**config.mk**
```make
export PLATFORM = sky130hd
export DESIGN_NAME = ife_dispatcher
export DESIGN_NICKNAME = d
export VERILOG_FILES = /design/src/rtl/ife_pkg.sv /design/src/rtl/ife_rr_picker.sv /design/src/rtl/ife_dispatcher.sv
export SDC_FILE = /design/constraint.sdc
export NUM_CORES = 1
export LEC_CHECK = 0
export ABC_AREA = 1
export BUFFER_PORTS_ARGS = -buffer_cell sky130_fd_sc_hd__buf_2
export CAP_MARGIN = 20
export CELL_PAD_IN_SITES_DETAIL_PLACEMENT = 0
export CELL_PAD_IN_SITES_GLOBAL_PLACEMENT = 2
export CORE_ASPECT_RATIO = 1.5
export CORE_MARGIN = 2
export CORE_UTILIZATION = 28
export DETAILED_ROUTE_END_ITERATION = 8
export HOLD_SLACK_MARGIN = 0.08
export PLACE_DENSITY_LB_ADDON = 0.1
export SLEW_MARGIN = 20
export SYNTH_ARGS = -nofsm -noshare
export SYNTH_HDL_FRONTEND = slang
export SYNTH_SLANG_ARGS = --single-unit
export TNS_END_PERCENT = 20
```
**constraint.sdc**
```tcl
create_clock -name clk -period 1.65 [get_ports clk]
set_input_delay 0.33 -clock clk [delete_from_list [all_inputs] [get_ports clk]]
set_output_delay 0.33 -clock clk [all_outputs]
set_load 0.02 [all_outputs]
```
**src/rtl/ife_pkg.sv**
```systemverilog
// Shared types and helpers for the instruction-flow block dispatcher.
package ife_pkg;

  localparam int DESC_ADDR_W = 32;
  localparam int DESC_TAG_W  = 4;

  typedef enum logic [1:0] {IDLE, SELECT, LAUNCH} disp_state_e;

  typedef struct packed {
    logic [DESC_ADDR_W-1:0] pc;
    logic [DESC_TAG_W-1:0]  tag;
  } blk_desc_t;

  function automatic int core_idx_w(input int n);
    return (n <= 2) ? 1 : $clog2(n);
  endfunction

endpackage

```
**src/rtl/ife_rr_picker.sv**
```systemverilog
// Combinational round-robin picker: first set bit of avail at or above rr_ptr, with wrap.
module ife_rr_picker #(
  parameter int NUM_CORES = 4,
  parameter int IDX_W     = 2
) (
  input  logic [NUM_CORES-1:0] avail,
  input  logic [IDX_W-1:0]     rr_ptr,
  output logic                 found,
  output logic [IDX_W-1:0]     sel
);

  logic [2*NUM_CORES-1:0] dbl;
  logic [NUM_CORES-1:0]   rot;
  logic [IDX_W:0]         off;
  logic [IDX_W:0]         sum;

  // Rotating a doubled copy right by rr_ptr puts rr_ptr at bit 0.
  assign dbl = {avail, avail} >> rr_ptr;
  assign rot = dbl[NUM_CORES-1:0];

  always_comb begin
    off = '0;
    for (int i = NUM_CORES-1; i >= 0; i--)
      if (rot[i]) off = (IDX_W+1)'(i);
  end

  assign found = |avail;
  assign sum   = {1'b0, rr_ptr} + off;
  assign sel   = (sum >= (IDX_W+1)'(NUM_CORES)) ? IDX_W'(sum - (IDX_W+1)'(NUM_CORES))
                                                : sum[IDX_W-1:0];

endmodule

```
**src/rtl/ife_dispatcher.sv**
```systemverilog
// Dispatches flow blocks to idle cores round-robin and reports completions with their tags.
module ife_dispatcher
  import ife_pkg::*;
#(
  parameter int  NUM_CORES  = 4,
  parameter int  ADDR_W     = 32,
  parameter int  TAG_W      = 4,
  localparam int CORE_IDX_W = core_idx_w(NUM_CORES)
) (
  input  logic                  clk,
  input  logic                  rst_n,
  input  logic                  req_valid,
  output logic                  req_ready,
  input  logic [ADDR_W-1:0]     req_pc,
  input  logic [TAG_W-1:0]      req_tag,
  input  logic [NUM_CORES-1:0]  core_idle_mask,
  output logic [NUM_CORES-1:0]  disp_valid,
  output logic [ADDR_W-1:0]     disp_pc,
  output logic [TAG_W-1:0]      disp_tag,
  input  logic [NUM_CORES-1:0]  disp_ack,
  input  logic [NUM_CORES-1:0]  core_done,
  output logic                  cmpl_valid,
  output logic [CORE_IDX_W-1:0] cmpl_core,
  output logic [TAG_W-1:0]      cmpl_tag,
  output logic                  err_spurious
);

  disp_state_e                        state;
  logic [CORE_IDX_W-1:0]              rr_ptr, sel, sel_q, sel_nxt, pend_idx;
  logic                               found;
  logic [NUM_CORES-1:0]               reserved, pend, avail, done_ok, ack_hit, pend_low;
  logic [NUM_CORES-1:0][TAG_W-1:0]    tag_table;

  assign avail = core_idle_mask & ~reserved;

  ife_rr_picker #(.NUM_CORES(NUM_CORES), .IDX_W(CORE_IDX_W)) u_pick (
    .avail  (avail),
    .rr_ptr (rr_ptr),
    .found  (found),
    .sel    (sel)
  );

  assign req_ready = rst_n && (state == IDLE);
  assign ack_hit   = (state == LAUNCH && disp_ack[sel_q]) ? (NUM_CORES'(1) << sel_q) : '0;
  // A done on an unreserved core (including one being acked now) never reaches pend.
  assign done_ok   = core_done & reserved;
  assign pend_low  = pend & (~pend + NUM_CORES'(1));
  assign sel_nxt   = (32'(sel_q) == NUM_CORES-1) ? '0 : sel_q + CORE_IDX_W'(1);

  always_comb begin
    pend_idx = '0;
    for (int i = NUM_CORES-1; i >= 0; i--)
      if (pend[i]) pend_idx = CORE_IDX_W'(i);
  end

  always_ff @(posedge clk or negedge rst_n) begin
    if (!rst_n) begin
      state        <= IDLE;
      rr_ptr       <= '0;
      sel_q        <= '0;
      reserved     <= '0;
      pend         <= '0;
      tag_table    <= '0;
      disp_valid   <= '0;
      disp_pc      <= '0;
      disp_tag     <= '0;
      cmpl_valid   <= 1'b0;
      cmpl_core    <= '0;
      cmpl_tag     <= '0;
      err_spurious <= 1'b0;
    end else begin
      reserved   <= (reserved & ~done_ok) | ack_hit;
      pend       <= (pend & ~pend_low) | done_ok;
      cmpl_valid <= |pend;
      if (|pend) begin
        cmpl_core <= pend_idx;
        cmpl_tag  <= tag_table[pend_idx];
      end
      if (|(core_done & ~reserved)) err_spurious <= 1'b1;

      case (state)
        IDLE: if (req_valid) begin
          disp_pc  <= req_pc;
          disp_tag <= req_tag;
          state    <= SELECT;
        end
        SELECT: if (found) begin
          sel_q      <= sel;
          disp_valid <= NUM_CORES'(1) << sel;
          state      <= LAUNCH;
        end
        LAUNCH: begin
          if (disp_ack[sel_q]) begin
            tag_table[sel_q] <= disp_tag;
            rr_ptr           <= sel_nxt;
            disp_valid       <= '0;
            state            <= IDLE;
          end else if (!core_idle_mask[sel_q]) begin
            // Core went busy before accepting: retry selection with the same block.
            disp_valid <= '0;
            state      <= SELECT;
          end
        end
        default: state <= IDLE;
      endcase
    end
  end

endmodule

```
==> results of run 1 <==
cell usage in the layout (no fill, tap or decap), types with 2 or more instances in the layout:
cell / instances
mux2_2: 12
nor2_1: 17
dfrtp_1: 75
nor2_2: 2
nand2_2: 5
nand2_1: 71
o21ai_1: 33
mux2_1: 20
a21oi_1: 6
nand3_4: 3
inv_1: 20
nand3_1: 15
dfrtp_2: 3
clkbuf_16: 9
buf_2: 97
ha_1: 7
o22ai_1: 6
nand3_2: 12
inv_2: 13
nand2_4: 5
buf_12: 3
clkinvlp_4: 2
buf_4: 23
inv_6: 2
state kept, by name, indices dropped and copies added, names as in the netlist:
name          cells
cmpl_core         2
cmpl_tag          4
cmpl_valid        1
disp_pc          32
disp_tag          4
disp_valid        4
err_spurious      1
pend              4
reserved          4
rr_ptr            2
sel_q             2
state             2
tag_table        16
logic make-up (layout without fill, tap and decap cells):
| logic type | after synthesis | in the layout | synth area share, % |
|---|---|---|---|
| AO/OA/AOI/OAI | 53 | 53 | 8.724 |
| XOR/XNOR | 1 | 1 | 0.2483 |
| buffers and inverters | 39 | 175 | 4.291 |
| flip-flops | 78 | 78 | 55.32 |
| AND/OR/NAND/NOR | 134 | 134 | 18.01 |
| multiplexers | 32 | 32 | 10.21 |
| adder cells (fa/ha/maj) | 9 | 9 | 3.192 |
timing repair:
action	CTS	global route
endpoints found under the setup margin	6	20
buffers inserted	8	0
pin swaps	9	7
gates resized for setup	19	12
area by class of cell:
class	instances	area [um^2]	share of cell area, %
repair buffers	124	729.5	15.08
well taps	156	195.2	4.036
multi-input cells	229	1539	31.82
inverters	35	133.9	2.768
flip-flops and latches	78	1956	40.44
clock inverters	7	57.56	1.190
clock buffers	9	225.2	4.657
where the power goes:
| part | switching, mW | internal (mW) |
|---|---|---|
| clock | 0.856 | 1.04 |
| combinational | 2.62 | 1.81 |
| sequential | 0.491 | 2.75 |
per-layer routing:
metal,wire length (um),up-vias
li1,-,1411
met5,0,-
met1,3617,1406
met2,5185,60
met4,164,0
met3,410,9
critical path: stages, from the launching register on:
cell	delay (ns)
dfrtp_2	0.47
inv_4	0.12
nand3_4	0.08
nand3_2	0.09
nand3_2	0.08
a21boi_2	0.13
ha_2	0.20
xor2_2	0.18
nand3b_1	0.19
nand2_2	0.09
nand2_1	0.07
nand2_1	0.05
path summary, 6_finish.rpt:
check / endpoint / slack [ns] / cells past startpoint
worst max-delay path: disp_valid[2] / -0.20 / 11
worst min-delay path: pend[3] / 0.05 / 2
worst max register to register: disp_valid[2] / -0.20 / 11
worst min register to register: disp_valid[0] / 0.48 / 2
max in group asynchronous: disp_pc[17] / 1.23 / 2
min in group clk: reserved[2] / 0.18 / 2
==> flow_metrics.py, run 1 <==
metrics = {
    "floorplanning": {
        "ios": 100,
        "initial_core_util_pct": 28.48,
        "die_w_um": 95.66,
        "die-area_um2": 13530,
        "core_um2": 12390,
        "rows": 50,
        "die_h_um": 141.5,
    },
    "synth": {
        "synth_edf_count": 0,
        "yosys_most_used_dff": "dfrtp_1",
        "syn_area_um2": 3528,
        "ys_top_cells_by_count": "78 x dfrtp_1, 76 x nand2_1, 33 x o21ai_1",
        "yosys.area.top_type": "dfrtp_1",
        "synth.distinct_cells": 31,
        "synth_nets": 406,
        "synth_cells": 346,
        "synth.yosys.warnings": 0,
        "avgSynthCellArea_um2": 10.20,
        "yosysSeqAreaShare_pct": 55.32,
        "ys_seq_elements": 78,
        "synth_top_cell_area_share_pct": 55.32,
        "synth.area.top_cells": "dfrtp_1 55%, nand2_1 8.1%, mux2_1 6.4%",
        "synth_most_common_cell": "dfrtp_1",
        "async_reset_ff_share_pct": 100.0,
    },
    "global_routing": {
        "grt_start_max_net_pins": 79,
        "grt_pass1_vias": 2981,
        "grt-ovfl-total": 0,
        "busiest_layer": "met2",
        "antenna_found_initial": 0,
        "met1_usage_pct": 16.85,
        "grt_use_met3_pct": 4.142,
        "grt_use_met2_pct": 25.84,
        "grt_usage_pct": 14.77,
        "grt_pass1_wl_mm": 15.21,
    },
    "critical_path": {
        "crit_path_start": "rr_ptr[0]",
        "end_kind": "register",
        "rr_startpoint": "rr_ptr[0]",
        "arrival_ns": 2.08,
        "cp.required_ns": 1.88,
        "worstPathMaxFanout": 6,
        "startpoint_type": "register",
        "worstSetupPathType": "reg -> reg",
    },
    "routing": {
        "wire_per_inst_um": 14.70,
        "drcViolationCount": 0,
        "drt_iter0_drc": 51,
        "vias_per_cell": 4.524,
        "drtPass1Iterations": 4,
        "postRouteAntennaNets": 0,
        "wl_mm": 9.377,
        "vias": 2886,
    },
    "sta": {
        "fmax_mhz": 540.4,
        "maxSlewHeadroom_pct": 69.99,
        "holdWs_ns": 0.04963,
        "min_period_ns": 1.850,
        "hold_viol_final": 0,
        "tightest_slew_ns": 0.4501,
        "finalSetupViolCount": 5,
        "setup_slack_ns": -0.2005,
        "maxSlewViolCount": 0,
        "grt_setup_unrepaired": "true",
        "fin_tns_setup_ns": -0.9538,
        "period_share_pct": 112.2,
        "skew_ns": 0.004701,
    },
    "clocking": {
        "cts.sinks": 78,
        "clock_path_buffers": 2,
        "cts_tree": "yes",
        "cts_buffers": 9,
        "insertion_delay_ns": 0.33,
        "clkTransAtPathRegs_ns": 0.06,
        "cts_hold_buf": 0,
        "ctsHtreeMaxLevel": 3,
        "cts_root_buf": "clkbuf_16",
    },
    "place": {
        "dpl_worst_slack_ns": -0.2000,
        "placed_cell_area_um2": 4369,
        "place_inst": 614,
        "place.gp.congestion": 0.7471,
        "io_buffers": 99,
        "dp_hpwl_mm": 6.796,
    },
    "pwr": {
        "p_total_mw": 9.564,
        "p_leak_nw": 2.479,
        "powerDensity_nw_per_um2": 1978,
        "vdd_drop_max_uv": 721.2,
    },
    "min_path": {
        "hp-class": "in -> async",
    },
    "finish": {
        "nets": 537,
        "drive_above_1_share_pct": 42.74,
        "final_cell_area_um2": 4836,
        "finish.utilization_pct": 39.04,
        "n_fill_cell": 1295,
        "area.growth.synth_to_final_pct": 37.06,
        "n_antenna_cell": 0,
        "fin_cells": 638,
    },
    "job": {
        "drv_cap": 0,
    },
    "outcome": {
        "violations": "setup timing",
        "outcome": "finished with violations",
    },
}
(Power assumes the default switching activity.)
==> run 2, diff against run 1 <==
--- a/config.mk
+++ b/config.mk
@@ -10,7 +10,6 @@
 export CAP_MARGIN = 20
 export CELL_PAD_IN_SITES_DETAIL_PLACEMENT = 0
 export CELL_PAD_IN_SITES_GLOBAL_PLACEMENT = 2
-export CORE_ASPECT_RATIO = 1.5
 export CORE_MARGIN = 2
 export CORE_UTILIZATION = 28
 export DETAILED_ROUTE_END_ITERATION = 8
==> flow_metrics.py, run 2 (same netlist as run 1, synthesis figures left out) <==
metrics = {
    "finish": {
        "drive_above_1_share_pct": 42.27,
        "n_antenna_cell": 0,
        "area.growth.synth_to_final_pct": 38.58,
        "largest_reg_flops": 32,
        "reg_top3": "disp_pc x32, tag_table x16",
        "mostFrequentLayoutCells": "97 x buf_2, 77 x dfrtp_1, 72 x nand2_1",
        "n_fill_cell": 1299,
        "fin_cells": 657,
        "largest_register": "disp_pc",
        "nets": 540,
        "final_common_cell": "buf_2",
    },
    "floorplanning": {
        "die_w_um": 116.3,
        "die-area_um2": 13520,
        "core_um2": 12470,
        "initial_core_util_pct": 28.30,
        "die_h_um": 116.3,
        "rows": 41,
        "ios": 100,
    },
    "sta": {
        "tightest_slew_ns": 0.4346,
        "skew_ns": 0.006750,
        "fmax_mhz": 542.2,
        "grt_setup_unrepaired": "true",
        "hold_viol_final": 0,
        "period_share_pct": 111.8,
        "setup_slack_ns": -0.1945,
        "fin_tns_setup_ns": -0.9059,
        "min_period_ns": 1.844,
        "finalSetupViolCount": 5,
        "maxSlewHeadroom_pct": 71.02,
        "maxSlewViolCount": 0,
    },
    "critical_path": {
        "worstSetupPathType": "reg -> reg",
        "slowest_delay_ns": 0.47,
        "end_kind": "register",
        "rr_startpoint": "rr_ptr[0]",
        "cp_common_cell": "nand2_1",
        "crit_slowest_cell": "dfrtp_2",
        "arrival_ns": 2.08,
        "path_cells": "inv_4 -> nand3_4 -> nand3_1 -> nand2_1 -> a21boi_2 -> ha_2 -> xor2_2 -> buf_4 -> nand2_1 -> nand2_2 -> nand2_1 -> nand2_1",
        "startpoint_type": "register",
        "cp.required_ns": 1.88,
        "rr_worst_depth": 12,
        "worstReg2RegEnd": "disp_valid[3]",
        "worstPathMaxFanout": 6,
        "reg2reg_slack_ns": -0.19,
    },
    "global_routing": {
        "grt_start_max_net_pins": 79,
        "antenna_found_initial": 0,
        "grt_pass1_vias": 2769,
        "grt_usage_pct": 13.37,
        "grt-ovfl-total": 0,
        "grt_pass1_wl_mm": 13.66,
    },
    "clocking": {
        "clkTransAtPathRegs_ns": 0.06,
        "ctsHtreeMaxLevel": 3,
        "cts_hold_buf": 0,
        "cts_tree": "yes",
        "cts_buffers": 9,
        "cts_root_buf": "clkbuf_16",
        "insertion_delay_ns": 0.34,
        "clock_path_buffers": 2,
        "cts.sinks": 78,
    },
    "place": {
        "place.gp.congestion": 0.7750,
        "place_inst": 635,
        "io_buffers": 99,
        "dp_hpwl_mm": 6.301,
    },
    "routing": {
        "postRouteAntennaNets": 0,
        "vias_per_cell": 4.280,
        "wire_per_inst_um": 13.24,
        "wl_mm": 8.700,
        "drt_iter0_drc": 134,
        "drcViolationCount": 0,
        "drtPass1Iterations": 4,
        "vias": 2812,
    },
    "pwr": {
        "p_leak_nw": 2.510,
        "powerDensity_nw_per_um2": 2000,
        "vdd_drop_max_uv": 716.8,
    },
    "outcome": {
        "violations": "setup timing",
        "outcome": "finished with violations",
    },
    "min_path": {
        "hp-class": "in -> async",
    },
    "job": {
        "drv_cap": 0,
    },
}
-- run 2: cell count changes in the layout (fill, tap and decap cells not counted), moves of 2 or more --
cell,delta
buf_4,+5
bufinv_16,+2
dfrtp_1,+2
dfrtp_2,-2
-- run 2: worst max-delay path: cells and delay by family (launching register included) --
family	cells	cell delay (ns)
compound gates	1	0.16
flops	1	0.47
xor+xnor	1	0.14
buf+inv	2	0.25
simple gates	7	0.53
fa+ha+maj	1	0.18
-- run 2: repair_timing --
action                                  4_1_cts  5_1_grt
buffers inserted                              5        1
cloned                                        0        0
endpoints found under the setup margin        6        7
resized for setup                            14       12
hold endpoints to repair                      0        0
pin swaps                                     9        6
-- run 2: stage by stage --
step | power (mW) | setup WS, ns | util [%] | hold WS (ns) | instance area (um^2)
6_report | 9.781 | -0.1945 | 39.23 | 0.06517 | 4890
5_1_grt | 10.52 | -0.3449 | 39.23 | 0.1164 | 4890
4_1_cts | 9.788 | -0.1992 | 38.77 | 0.1022 | 4833
3_5_place_dp | 7.367 | -0.2165 | 35.41 | 0.4647 | 4414
3_3_place_gp | 7.308 | -0.1584 | 35.41 | 0.4591 | 4414
2_1_floorplan | 5.931 | 0.007175 | - | 0.03441 | 3528
-- run 2: area by class of cell --
class / instances / area (um^2) / area share, %
Sequential cell: 78 / 1953 / 39.94
Multi-Input combinational cell: 229 / 1531 / 31.32
Timing Repair Buffer: 127 / 735.7 / 15.05
Clock buffer: 9 / 225.2 / 4.606
Tap cell: 172 / 215.2 / 4.401
Inverter: 35 / 133.9 / 2.738
Clock inverter: 7 / 95.09 / 1.945
-- run 2: worst max-delay path by stage --
stage / start / to / depth (start not counted)
floorplan: rr_ptr[0] / sel_q[1] / 12
global placement: rr_ptr[0] / sel_q[1] / 12
detailed placement: rr_ptr[0] / disp_valid[3] / 12
CTS: rr_ptr[0] / disp_valid[3] / 12
global route: rr_ptr[0] / sel_q[1] / 11
finish: rr_ptr[0] / disp_valid[3] / 12
-- run 2: report_power, final --
part           internal [mW]  switching, mW
logic                   1.82           2.59
clock network           1.33          0.819
registers               2.75          0.476
total                   5.90           3.88
-- run 2: routing by layer --
layer,wire length (um),up-vias,share of wire (%),GRT usage [%]
met2,3661,89,42,19.30
met1,4257,1293,49,18.10
met4,181,0,2.1,6.587
met5,0,-,0,0
met3,600,12,6.9,4.255
li1,-,1418,-,-
==> run 3, diff against run 2 <==
--- a/config.mk
+++ b/config.mk
@@ -18,5 +18,6 @@
 export SLEW_MARGIN = 20
 export SYNTH_ARGS = -nofsm -noshare
 export SYNTH_HDL_FRONTEND = slang
+export SYNTH_HIERARCHICAL = 1
 export SYNTH_SLANG_ARGS = --single-unit
 export TNS_END_PERCENT = 20
==> flow_metrics.py, run 3 <==
metrics = {
    "outcome": {
        "outcome": "finished with violations",
        "violations": "setup timing",
    },
    "synth": {
        "avgSynthCellArea_um2": 9.849,
        "ys_seq_elements": 78,
        "synth_nets": 427,
        "synth_edf_count": 0,
        "ys_top_cells_by_count": "94 x nand2_1, 78 x dfrtp_1, 41 x inv_1",
        "yosysSeqAreaShare_pct": 54.15,
        "synth.distinct_cells": 28,
        "syn_area_um2": 3605,
        "yosys.area.top_type": "dfrtp_1",
        "async_reset_ff_share_pct": 100.0,
        "synth.yosys.warnings": 6,
        "synth.area.top_cells": "dfrtp_1 54%, mux2_2 10%, nand2_1 9.8%",
        "synth_most_common_cell": "nand2_1",
        "synth_top_cell_area_share_pct": 54.15,
        "synth_cells": 366,
        "yosys_most_used_dff": "dfrtp_1",
    },
    "clocking": {
        "insertion_delay_ns": 0.33,
        "clkTransAtPathRegs_ns": 0.06,
        "clock_path_buffers": 2,
        "ctsHtreeMaxLevel": 3,
        "cts.sinks": 78,
        "cts_tree": "yes",
        "cts_buffers": 9,
        "cts_root_buf": "clkbuf_16",
    },
    "finish": {
        "area.growth.synth_to_final_pct": 39.15,
        "nets": 562,
        "largest_reg_flops": 32,
        "drive_above_1_share_pct": 45.26,
        "largest_register": "disp_pc",
        "reg_top3": "disp_pc x32, tag_table x16",
        "fin_cells": 678,
        "mostFrequentLayoutCells": "98 x buf_2, 82 x nand2_1, 76 x dfrtp_1",
        "n_antenna_cell": 0,
        "final_common_cell": "buf_2",
    },
    "global_routing": {
        "met1_usage_pct": 16.73,
        "antenna_found_initial": 0,
        "grt_start_max_net_pins": 79,
        "busiest_layer": "met2",
        "grt-ovfl-total": 0,
        "grt_pass1_vias": 3013,
        "grt_pass1_wl_mm": 14.93,
        "grt_use_met2_pct": 21.64,
        "grt_use_met3_pct": 5.136,
        "grt_usage_pct": 13.52,
    },
    "floorplanning": {
        "ios": 100,
        "initial_core_util_pct": 28.56,
        "rows": 41,
        "die_w_um": 117.5,
        "die-area_um2": 13800,
        "core_um2": 12620,
        "die_h_um": 117.5,
    },
    "routing": {
        "vias_per_cell": 4.258,
        "drcViolationCount": 0,
        "vias": 2887,
        "drtPass1Iterations": 4,
        "wire_per_inst_um": 13.01,
        "drt_iter0_drc": 105,
        "wl_mm": 8.819,
        "postRouteAntennaNets": 0,
    },
    "sta": {
        "min_period_ns": 1.868,
        "tightest_slew_ns": 0.4381,
        "grt_setup_unrepaired": "true",
        "maxSlewViolCount": 0,
        "maxSlewHeadroom_pct": 70.79,
        "skew_ns": 0.01007,
        "finalSetupViolCount": 7,
        "fmax_mhz": 535.4,
        "period_share_pct": 113.2,
        "holdWs_ns": 0.2202,
        "hold_viol_final": 0,
        "setup_slack_ns": -0.2177,
    },
    "critical_path": {
        "critPathTopFamily": "simple AND/OR/NAND/NOR gates",
        "cp_num_buf_inv": 2,
        "worstPathMaxFanout": 3,
        "cp.required_ns": 1.91,
        "end_kind": "register",
        "cp_common_cell": "nand3_2",
        "path_cells": "nor2_2 -> nand2_2 -> nand3_2 -> nand3_2 -> a21boi_4 -> ha_4 -> xor2_2 -> inv_1 -> nand3_2 -> nand2_2 -> inv_2 -> nand3_2 -> o21ai_1",
        "worstSetupPathType": "reg -> reg",
        "arrival_ns": 2.13,
        "startpoint_type": "register",
        "slowest_delay_ns": 0.41,
        "crit_slowest_cell": "dfrtp_1",
    },
    "pwr": {
        "powerDensity_nw_per_um2": 2033,
        "p_leak_nw": 2.643,
        "vdd_drop_max_uv": 956.2,
    },
    "place": {
        "dp_hpwl_mm": 6.360,
        "place.gp.congestion": 0.7397,
        "io_buffers": 99,
        "place_inst": 656,
    },
    "min_path": {
        "hp-class": "in -> reg",
    },
    "job": {
        "drv_cap": 0,
    },
}
[run 3: cell count changes after synthesis, sizes merged, moves of 4 or more]
cell	delta
o21ai	-6
inv	+11
nand2	+21
nand3b	+7
o22ai	-4
nor2	-5
[run 3: worst paths after layout]
check / startpoint / end / slack (ns) / depth (start not counted)
hold / removal: core_done[0] / pend[0] / 0.22 / 3
setup reg to reg: reserved[1] / disp_valid[1] / -0.22 / 13
max in group asynchronous: rst_n / rr_ptr[1] / 0.67 / 3
min in group asynchronous: rst_n / reserved[2] / 0.59 / 3
setup / recovery: reserved[1] / disp_valid[1] / -0.22 / 13
hold reg to reg: cmpl_core[0] / cmpl_core[0] / 0.47 / 2
[run 3: logic make-up after synthesis]
group | count (synthesis) | synth area share (%)
compound gates | 41 | 6.560
xor+xnor | 1 | 0.2430
fa+ha+maj | 10 | 3.471
buf+inv | 50 | 5.345
flops | 78 | 54.15
mux | 32 | 9.997
simple gates | 154 | 20.24
[run 3: through the flow]
stage          cell area, um^2  TNS, ns  power (mW)  worst slack (ns)  utilization (%)
3_3_place_gp              4503   -1.898       7.667           -0.3216            35.68
6_report                  5016   -1.090       10.20           -0.2177            39.75
2_1_floorplan             3612  -0.3731       6.158           -0.1089                -
5_1_grt                   5016   -2.204       11.03           -0.3705            39.75
3_5_place_dp              4503   -2.093       7.700           -0.3696            35.68
4_1_cts                   4883  -0.9267       10.08           -0.1905            38.70
[run 3: timing repair]
item                       CTS  global route
setup buffers                2             3
hold endpoints to repair     2             0
hold buffers                 1             0
gates resized for setup     14            28
setup endpoints to repair    9             9
pin swaps                   16            18
[run 3: layout make-up]
class	instances	area, um^2
Clock buffer	11	242.7
Clock inverter	5	82.58
Fill cell	1340	7604
Inverter	46	175.2
Multi-Input combinational cell	238	1603
Sequential cell	78	1954
Tap cell	172	215.2
Timing Repair Buffer	128	743.2
[run 3: worst register-to-register path, stage by stage (launching register included)]
cell and delay (ns):
dfrtp_1 0.41, nor2_2 0.19, nand2_2 0.09, nand3_2 0.10, nand3_2 0.08, a21boi_4 0.17, ha_4 0.15, xor2_2 0.15
inv_1 0.07, nand3_2 0.06, nand2_2 0.07, inv_2 0.08, nand3_2 0.06, o21ai_1 0.12
[run 3: routing by layer]
metal | share of wire (%) | vias to the layer above | wire length (um)
met3 | 7.4 | 10 | 654
li1 | - | 1461 | -
met4 | 1.5 | 0 | 128
met2 | 46 | 83 | 4034
met5 | 0 | - | 0
met1 | 45 | 1333 | 4001
[run 3: report_power, final]
group | total (mW) | switching (mW) | internal (mW)
Clock | 2.16 | 0.791 | 1.37
Sequential | 3.24 | 0.477 | 2.76
Combinational | 4.80 | 2.79 | 2.01
Total | 10.2 | 4.06 | 6.14
